[src/rtl/spi_master_mcp23s17_if.sv]
// Request/response and SPI pin bundle for spi_master_mcp23s17.
// The master modport is the controller's view; the slave modport is the opposite side.
interface spi_master_mcp23s17_if;
    logic       start;
    logic [2:0] hwAddr;
    logic       rw;
    logic [7:0] regAddr;
    logic [7:0] wrData;
    logic       ready;
    logic       done;
    logic [7:0] rdData;
    logic       spiClk;
    logic       cs;
    logic       mosi;
    logic       miso;

    modport master (
        input  start, hwAddr, rw, regAddr, wrData, miso,
        output ready, done, rdData, spiClk, cs, mosi
    );

    modport slave (
        output start, hwAddr, rw, regAddr, wrData, miso,
        input  ready, done, rdData, spiClk, cs, mosi
    );
endinterface

[src/rtl/spi_master_mcp23s17.sv]
// SPI master sending one 3-byte MCP23S17 frame (opcode, register, data) per start pulse.
// Define SPI_MASTER_MISO_SYNC_EN to pass miso through a 2-FF synchroniser before sampling.
module spi_master_mcp23s17 #(
    parameter int unsigned CLK_DIV  = 8,
    parameter int unsigned CS_SETUP = 4,
    parameter int unsigned CS_HOLD  = 4
) (
    input  logic                  sysClk,
    input  logic                  reset,
    spi_master_mcp23s17_if.master bus
);

    typedef enum logic [2:0] {StIdle, StSetup, StLow, StHigh, StHold} state_e;

    localparam logic [7:0] DivLast   = 8'(CLK_DIV - 1);
    localparam logic [7:0] SetupLast = 8'(CS_SETUP - 1);
    localparam logic [7:0] HoldLast  = 8'(CS_HOLD - 1);

    state_e     state_q, state_d;
    logic [7:0] div_q, div_d;
    logic [2:0] bit_q, bit_d;
    logic [1:0] byte_q, byte_d;
    logic [7:0] tx_q, tx_d;
    logic [7:0] rx_q, rx_d;
    logic [7:0] reg_addr_q, reg_addr_d;
    logic [7:0] data_byte_q, data_byte_d;
    logic [7:0] rd_q, rd_d;
    logic       sclk_q, sclk_d;
    logic       cs_q, cs_d;
    logic       done_q, done_d;

    logic       miso_s;
    logic       ready;
    logic       accept;
    logic       div_last;
    logic       byte_end;

`ifdef SPI_MASTER_MISO_SYNC_EN
    logic [1:0] miso_sync_q;

    always_ff @(posedge sysClk) begin
        if (reset) begin
            miso_sync_q <= 2'b00;
        end else begin
            miso_sync_q <= {miso_sync_q[0], bus.miso};
        end
    end

    assign miso_s = miso_sync_q[1];
`else
    assign miso_s = bus.miso;
`endif

    // The cycle that carries done still reports busy, so a start there is dropped.
    assign ready    = (state_q == StIdle) && !done_q;
    assign accept   = ready && bus.start;
    assign byte_end = (bit_q == 3'd7);

    always_comb begin
        div_last = 1'b0;
        unique case (state_q)
            StSetup:       div_last = (div_q == SetupLast);
            StLow, StHigh: div_last = (div_q == DivLast);
            StHold:        div_last = (div_q == HoldLast);
            default:       div_last = 1'b0;
        endcase
    end

    // State register and datapath registers.
    always_ff @(posedge sysClk) begin
        if (reset) begin
            state_q     <= StIdle;
            div_q       <= 8'd0;
            bit_q       <= 3'd0;
            byte_q      <= 2'd0;
            tx_q        <= 8'd0;
            rx_q        <= 8'd0;
            reg_addr_q  <= 8'd0;
            data_byte_q <= 8'd0;
            rd_q        <= 8'd0;
            sclk_q      <= 1'b0;
            cs_q        <= 1'b1;
            done_q      <= 1'b0;
        end else begin
            state_q     <= state_d;
            div_q       <= div_d;
            bit_q       <= bit_d;
            byte_q      <= byte_d;
            tx_q        <= tx_d;
            rx_q        <= rx_d;
            reg_addr_q  <= reg_addr_d;
            data_byte_q <= data_byte_d;
            rd_q        <= rd_d;
            sclk_q      <= sclk_d;
            cs_q        <= cs_d;
            done_q      <= done_d;
        end
    end

    // Next-state logic and phase/bit/byte counters.
    always_comb begin
        state_d = state_q;
        div_d   = div_q;
        bit_d   = bit_q;
        byte_d  = byte_q;
        unique case (state_q)
            StIdle: begin
                div_d  = 8'd0;
                bit_d  = 3'd0;
                byte_d = 2'd0;
                if (accept) begin
                    state_d = StSetup;
                end
            end
            StSetup: begin
                if (div_last) begin
                    div_d   = 8'd0;
                    state_d = StLow;
                end else begin
                    div_d = div_q + 8'd1;
                end
            end
            StLow: begin
                if (div_last) begin
                    div_d   = 8'd0;
                    state_d = StHigh;
                end else begin
                    div_d = div_q + 8'd1;
                end
            end
            StHigh: begin
                if (div_last) begin
                    div_d   = 8'd0;
                    bit_d   = bit_q + 3'd1;
                    state_d = StLow;
                    if (byte_end) begin
                        if (byte_q == 2'd2) begin
                            byte_d  = 2'd0;
                            state_d = StHold;
                        end else begin
                            byte_d = byte_q + 2'd1;
                        end
                    end
                end else begin
                    div_d = div_q + 8'd1;
                end
            end
            StHold: begin
                if (div_last) begin
                    div_d   = 8'd0;
                    state_d = StIdle;
                end else begin
                    div_d = div_q + 8'd1;
                end
            end
            default: begin
                state_d = StIdle;
                div_d   = 8'd0;
                bit_d   = 3'd0;
                byte_d  = 2'd0;
            end
        endcase
    end

    // Output and shift-register next values; all pins come straight from flops.
    always_comb begin
        tx_d        = tx_q;
        rx_d        = rx_q;
        reg_addr_d  = reg_addr_q;
        data_byte_d = data_byte_q;
        rd_d        = rd_q;
        sclk_d      = sclk_q;
        cs_d        = cs_q;
        done_d      = 1'b0;
        unique case (state_q)
            StIdle: begin
                sclk_d = 1'b0;
                cs_d   = 1'b1;
                if (accept) begin
                    tx_d        = {4'b0100, bus.hwAddr, bus.rw};
                    reg_addr_d  = bus.regAddr;
                    data_byte_d = bus.rw ? 8'h00 : bus.wrData;
                    cs_d        = 1'b0;
                end
            end
            StSetup: begin
                sclk_d = 1'b0;
            end
            StLow: begin
                if (div_last) begin
                    sclk_d = 1'b1;
                end
            end
            StHigh: begin
                if (div_last) begin
                    sclk_d = 1'b0;
                    rx_d   = {rx_q[6:0], miso_s};
                    if (byte_end && byte_q == 2'd0) begin
                        tx_d = reg_addr_q;
                    end else if (byte_end && byte_q == 2'd1) begin
                        tx_d = data_byte_q;
                    end else begin
                        tx_d = {tx_q[6:0], 1'b0};
                    end
                end
            end
            StHold: begin
                sclk_d = 1'b0;
                if (div_last) begin
                    cs_d   = 1'b1;
                    done_d = 1'b1;
                    rd_d   = rx_q;
                end
            end
            default: begin
                sclk_d = 1'b0;
                cs_d   = 1'b1;
            end
        endcase
    end

    assign bus.ready  = ready;
    assign bus.done   = done_q;
    assign bus.rdData = rd_q;
    assign bus.spiClk = sclk_q;
    assign bus.cs     = cs_q;
    assign bus.mosi   = !cs_q && tx_q[7];

endmodule

[src/flat_wrapper.sv]
// flat-port wrapper written by rule: the top's interface ports become plain ports
module spi_master_mcp23s17_flat 
#(
    parameter int unsigned CLK_DIV  = 8,
    parameter int unsigned CS_SETUP = 4,
    parameter int unsigned CS_HOLD  = 4
)
  (sysClk, reset, bus_start, bus_hwAddr, bus_rw, bus_regAddr, bus_wrData, bus_miso, bus_ready, bus_done, bus_rdData, bus_spiClk, bus_cs, bus_mosi);
  spi_master_mcp23s17_if bus_i ();
  input  logic sysClk;
  input  logic reset;
  input wire logic [$bits(bus_i.start)-1:0] bus_start;
  input wire logic [$bits(bus_i.hwAddr)-1:0] bus_hwAddr;
  input wire logic [$bits(bus_i.rw)-1:0] bus_rw;
  input wire logic [$bits(bus_i.regAddr)-1:0] bus_regAddr;
  input wire logic [$bits(bus_i.wrData)-1:0] bus_wrData;
  input wire logic [$bits(bus_i.miso)-1:0] bus_miso;
  output wire logic [$bits(bus_i.ready)-1:0] bus_ready;
  output wire logic [$bits(bus_i.done)-1:0] bus_done;
  output wire logic [$bits(bus_i.rdData)-1:0] bus_rdData;
  output wire logic [$bits(bus_i.spiClk)-1:0] bus_spiClk;
  output wire logic [$bits(bus_i.cs)-1:0] bus_cs;
  output wire logic [$bits(bus_i.mosi)-1:0] bus_mosi;
  assign bus_i.start = bus_start;
  assign bus_i.hwAddr = bus_hwAddr;
  assign bus_i.rw = bus_rw;
  assign bus_i.regAddr = bus_regAddr;
  assign bus_i.wrData = bus_wrData;
  assign bus_i.miso = bus_miso;
  assign bus_ready = bus_i.ready;
  assign bus_done = bus_i.done;
  assign bus_rdData = bus_i.rdData;
  assign bus_spiClk = bus_i.spiClk;
  assign bus_cs = bus_i.cs;
  assign bus_mosi = bus_i.mosi;
  spi_master_mcp23s17 #(.CLK_DIV(CLK_DIV), .CS_SETUP(CS_SETUP), .CS_HOLD(CS_HOLD)) u_core (.sysClk(sysClk), .reset(reset), .bus(bus_i));
endmodule
[config.mk]
export PLATFORM = sky130hd
export DESIGN_NAME = spi_master_mcp23s17_flat
export DESIGN_NICKNAME = d
export VERILOG_FILES = /design/src/rtl/spi_master_mcp23s17_if.sv /design/src/rtl/spi_master_mcp23s17.sv /design/src/flat_wrapper.sv
export SDC_FILE = /design/constraint.sdc
export NUM_CORES = 1
export LEC_CHECK = 0
export ABC_AREA = 1
export BUFFER_PORTS_ARGS = -buffer_cell sky130_fd_sc_hd__buf_2
export CAP_MARGIN = 20
export CORE_UTILIZATION = 56
export DETAILED_ROUTE_END_ITERATION = 7
export HOLD_SLACK_MARGIN = 0.05
export PLACE_DENSITY = 0.79
export SLEW_MARGIN = 20
export SYNTH_ARGS = -nofsm -noshare
export SYNTH_HDL_FRONTEND = slang
export SYNTH_SLANG_ARGS = --single-unit
[constraint.sdc]
create_clock -name sysClk -period 2.7 [get_ports sysClk]
set_clock_uncertainty 0.2 [all_clocks]
set_input_delay 0.27 -clock sysClk [delete_from_list [all_inputs] [get_ports sysClk]]
set_output_delay 0.27 -clock sysClk [all_outputs]
set_load 0.05 [all_outputs]
## Word level (Yosys, flattened, before mapping)

Index checks and enable logic that the tools add are counted.
Widths: inputs -> output; s select.

- $add $sub $neg: 3
- Equality and inequality tests: 15
- Multiplexer cells: 27
- Bitwise logic cells: 4
- Reductions and logical operators: 26

Operators with widths:

| operator | number |
|---|---|
| $mux 8 | 5 |
| $mux 3 | 8 |
| $pmux 8 s2 | 1 |
| $pmux 3 s5 | 1 |
| $ne 2x1->1 const B | 6 |
| $reduce_and 2->1 | 6 |
| $reduce_or 3->1 | 3 |
| $add 8x1->8 const B | 1 |
| $eq 8x2->1 const B | 1 |
| $eq 8x3->1 const B | 1 |
| $eq 3x2->1 const B | 2 |
| $eq 3x3->1 const B | 2 |
| $mux 2 | 3 |
| $pmux 3 s2 | 1 |
| $reduce_and 3->1 | 2 |
| $reduce_or 2->1 | 3 |
| $logic_and 1x1->1 | 5 |
| $reduce_and 5->1 | 1 |
| $mux 1 | 4 |
| $not 1->1 | 4 |
| $pmux 1 s2 | 2 |
| $pmux 2 s2 | 1 |
| $reduce_or 4->1 | 1 |
| $add 3x1->3 const B | 1 |
| 9 further kinds | 10 |

- Register bits after elaboration: 59
- Output and inout bits: 13

## Depth between registers and ports, before layout

- Depth after elaboration: 6
- Depth in mapped cells: 11
- Depth with buffers taken out: 10

## Worst setup path after synthesis

No wires, ideal clock.

- Path type: register -> register
- From: register u_core.bit_q[0]
- To: register u_core.tx_q[7]
- Arrival: 1.582 ns
- Data required time: 2.385 ns
- Slack: 0.803 ns
- Stages on the path, launching flop included: 11
- Path buffers: 2
- Cell sequence: dfxtp_1 -> ha_1 -> ha_1 -> buf_2 -> nand3_1 -> clkbuf_1 -> o21ai_0 -> o21ai_0 -> nand3_1 -> nand2_1 -> nor2_1

- Cells in the longest elaborated chain, start to end: 6
- Elaborated cells between the ends (all ways): 7

Ends and longest elaborated chain:

| what | line | text |
|---|---|---|
| start, declared | spi_master_mcp23s17.sv:21 | `logic [2:0] bit_q, bit_d;` |
| start signal, assigned | spi_master_mcp23s17.sv:87 | `bit_q <= bit_d;` |
| $eq 3x3->1 (*) | spi_master_mcp23s17.sv:57 | `assign byte_end = (bit_q == 3'd7);` |
| $logic_and 1x1->1 | spi_master_mcp23s17.sv:200 | `end else if (byte_end && byte_q == 2'd1) begin` |
| $mux 8 | spi_master_mcp23s17.sv:200 |  |
| $mux 8 (*) | spi_master_mcp23s17.sv:198 | `if (byte_end && byte_q == 2'd0) begin` |
| $mux 8 (*) | spi_master_mcp23s17.sv:195 | `if (div_last) begin` |
| $pmux 8 s2 (*) | spi_master_mcp23s17.sv:175 | `unique case (state_q)` |
| end signal, assigned | spi_master_mcp23s17.sv:89 | `tx_q <= tx_d;` |
| end, declared | spi_master_mcp23s17.sv:23 | `logic [7:0] tx_q, tx_d;` |

Every way passes the cells marked *; elsewhere a longest branch is shown, timed or not. The select of a mux whose other input is x is not followed.
A chain may end at the register's enable or synchronous reset.

## Worst setup path after layout

Ends and elaborated chain as after synthesis.

==> qor.txt <==
initial antenna violation count: 0
worst setup path class: flip-flop to flip-flop
Iteration-0 DRC Markers: 244
# setup viols final: 0
first-pass GRT wire length: 10.73 mm
Seq cells post-synth: 59
Pleak: 1.466 nW
post-synth top area cell: dfxtp_1
failing checks: DRC
CTS resizes: 0
fillers: 369
placed insts: 448
CP Capture Type: flip-flop
final std cells w/o fill: 475
total congestion overflow: 0
Via density: 5.379
setup TNS: 0 ns
RSZ-0062 raised after global routing: false
Post-CTS Setup Bufs: 0
clk slew on worst S/H paths: 0.06 ns
Clock Latency Late Sink: 0.33 ns
Hold Path Class: input pin to flip-flop
synthesis-to-finish area growth: 18.25%
die width: 71.18 µm
RePlAce Congestion: 0.8810
status: complete, but fails checks
critical path startpoint category: flip-flop
root buffer cell: clkbuf_8
layout cells sized above 1: 15.84%
crit path DAT: 2.18 ns
Initial Util: 59.90%
Port Buffers: 36
clock sink count: 59
post-DP HPWL: 4.055 mm
TritonCTS clock tree: done
Pwr Density: 821.8 nW/µm²
sequential area share after synthesis: 44.07%
top post-synthesis cells by area: dfxtp_1, nor2_1, nand2_1, a21oi_1, nand3_1
largest net degree at the start of global routing: 28
# IOs: 37
syn avg cell area: 7.204 µm²
Num CTS Buffers: 9
vias in the first global route: 2464
Syn Nets: 399
# DRC: 3
clk buf depth: 2
Pre-antenna DRT Iters: 6
final WL: 6.033 mm
WL/cell: 12.70 µm
fin. max-slew vios: 0
f_max: 0.4643 GHz
vias: 2555
Final Total Pwr: 2.604 mW
Final ANT Viol Nets: 0
core area: 4474 µm²
Multi-input gate area: 1286 µm²
H-Tree Depth: 3
Die ar.: 5067 µm²
Peak supply drop: 777.6 µV
Fin Hold WS: 0.05356 ns
synthesized cell area: 2680 µm²
CP required: 2.73 ns
final net count: 446
row count: 24
maximum fanout along the worst path: 13
area taken by flip-flops and latches: 1181 µm²
post-layout util: 70.83%
Ys Warns: 0
max-cap check violation count: 0
diodes inserted: 0
post-synthesis cell count: 372
top cell type's share of synthesized area: 44.07%
Least-Margin Pin Slew: 0.4703 ns
final hold vios: 0
minimum clock period: 2.154 ns
final worst-path cycle share: 79.76%
Max-slew headroom: 68.54%
total track usage: 27.31%
Cell variety after synth: 29
Die Y: 71.18 µm
==> routing by layer <==
metal / vias to the layer above / track usage [%] / share of wire [%]
met4: 0 / 11.11 / 2.4
met3: 17 / 7.550 / 4.9
li1: 1308 / - / -
met5: - / 0 / 0
met2: 61 / 46.56 / 49
met1: 1169 / 32.40 / 44
==> timing repair <==
action	in CTS	in global routing
hold endpoints to repair	12	0
endpoints found under the setup margin	0	0
hold buffers	12	0
==> per-stage QoR <==
step | area [µm²] | setup WS [ns]
5_1_grt | 3169 | 0.2742
3_3_place_gp | 2870 | 0.7096
3_5_place_dp | 2870 | 0.5734
2_1_floorplan | 2680 | 0.8035
4_1_cts | 3169 | 0.5735
6_report | 3169 | 0.5464
==> flip-flops by register name, summed over array words and instances (netlist names) <==
name and flops:
u_core.bus.rdData 8, u_core.data_byte_q 8, u_core.div_q 8, u_core.reg_addr_q 8, u_core.rx_q 8, u_core.tx_q 8
u_core.bit_q 3, u_core.state_q 3, u_core.byte_q 2, u_core.bus.cs 1, u_core.bus.done 1, u_core.bus.spiClk 1
==> critical path, stage by stage (launching register included) <==
cell,delay [ns]
dfxtp_1,0.35
ha_1,0.15
ha_1,0.33
nand3_1,0.39
nand2_1,0.16
o21ai_0,0.09
o21ai_0,0.15
nand3_1,0.09
nand2_1,0.08
nor2_1,0.04
==> path summary, 6_finish.rpt <==
kind / from / to / slack, ns / depth (start not counted)
setup / recovery: u_core.bit_q[0] / u_core.tx_q[7] / 0.55 / 9
hold / removal: bus_wrData[6] / u_core.data_byte_q[6] / 0.05 / 3
setup reg to reg: u_core.bit_q[0] / u_core.tx_q[7] / 0.55 / 9
hold reg to reg: u_core.div_q[0] / u_core.div_q[0] / 0.25 / 1
==> power breakdown <==
part           switching (mW)  total (mW)  internal, mW
Clock                   0.325       0.725         0.400
Combinational           0.527       0.796         0.269
Sequential             0.0771        1.08          1.01
==> synthesized netlist by cell type <==
library cell	number
a211oi_1	5
a21boi_0	3
a21oi_1	36
a21oi_4	1
buf_1	1
buf_2	5
buf_4	3
clkbuf_1	5
clkinv_1	1
dfxtp_1	59
ha_1	3
inv_1	35
inv_2	2
nand2_1	61
nand2_2	3
nand3_1	33
nand3_2	1
nand3_4	1
nand3b_2	1
nand4_1	7
nor2_1	62
nor2_2	1
nor2_4	3
nor3_1	1
o211ai_1	1
o21ai_0	31
or2_2	2
xnor2_1	2
xor2_1	3
==> kinds of logic (layout without fill, tap and decap cells) <==
| group | after synthesis | in the layout | synth area share, % |
|---|---|---|---|
| DFF | 59 | 59 | 44.07 |
| xor gates and xnor gates | 5 | 5 | 1.634 |
| AOI/OAI and AO/OA | 77 | 77 | 15.64 |
| and+or+nand+nor | 176 | 176 | 29.32 |
| adders and majority gates | 3 | 3 | 1.401 |
| buffers and inverters | 52 | 103 | 7.936 |
==> layout make-up <==
type	count	area share, %
Clock buffer	13	5.330
Clock inverter	2	0.3158
Inverter	38	4.501
Multi-Input combinational cell	261	40.58
Sequential cell	59	37.27
Tap cell	52	2.053
Timing Repair Buffer	50	9.949
==> cells in the final DEF (no fill, tap or decap), types with 3 or more instances in the layout <==
master | synthesis | routed
nand2_1 | 61 | 61
a21boi_0 | 3 | 3
a21oi_1 | 36 | 36
o21ai_0 | 31 | 31
clkbuf_8 | 0 | 12
dlygate4sd3_1 | 0 | 12
nor2_1 | 62 | 62
nand4_1 | 7 | 7
inv_1 | 35 | 35
ha_1 | 3 | 3
nor2_4 | 3 | 3
nand3_1 | 33 | 33
dfxtp_1 | 59 | 59
a211oi_1 | 5 | 5
nand2_2 | 3 | 3
xor2_1 | 3 | 3
buf_2 | 5 | 36
(Power assumes the default switching activity.)
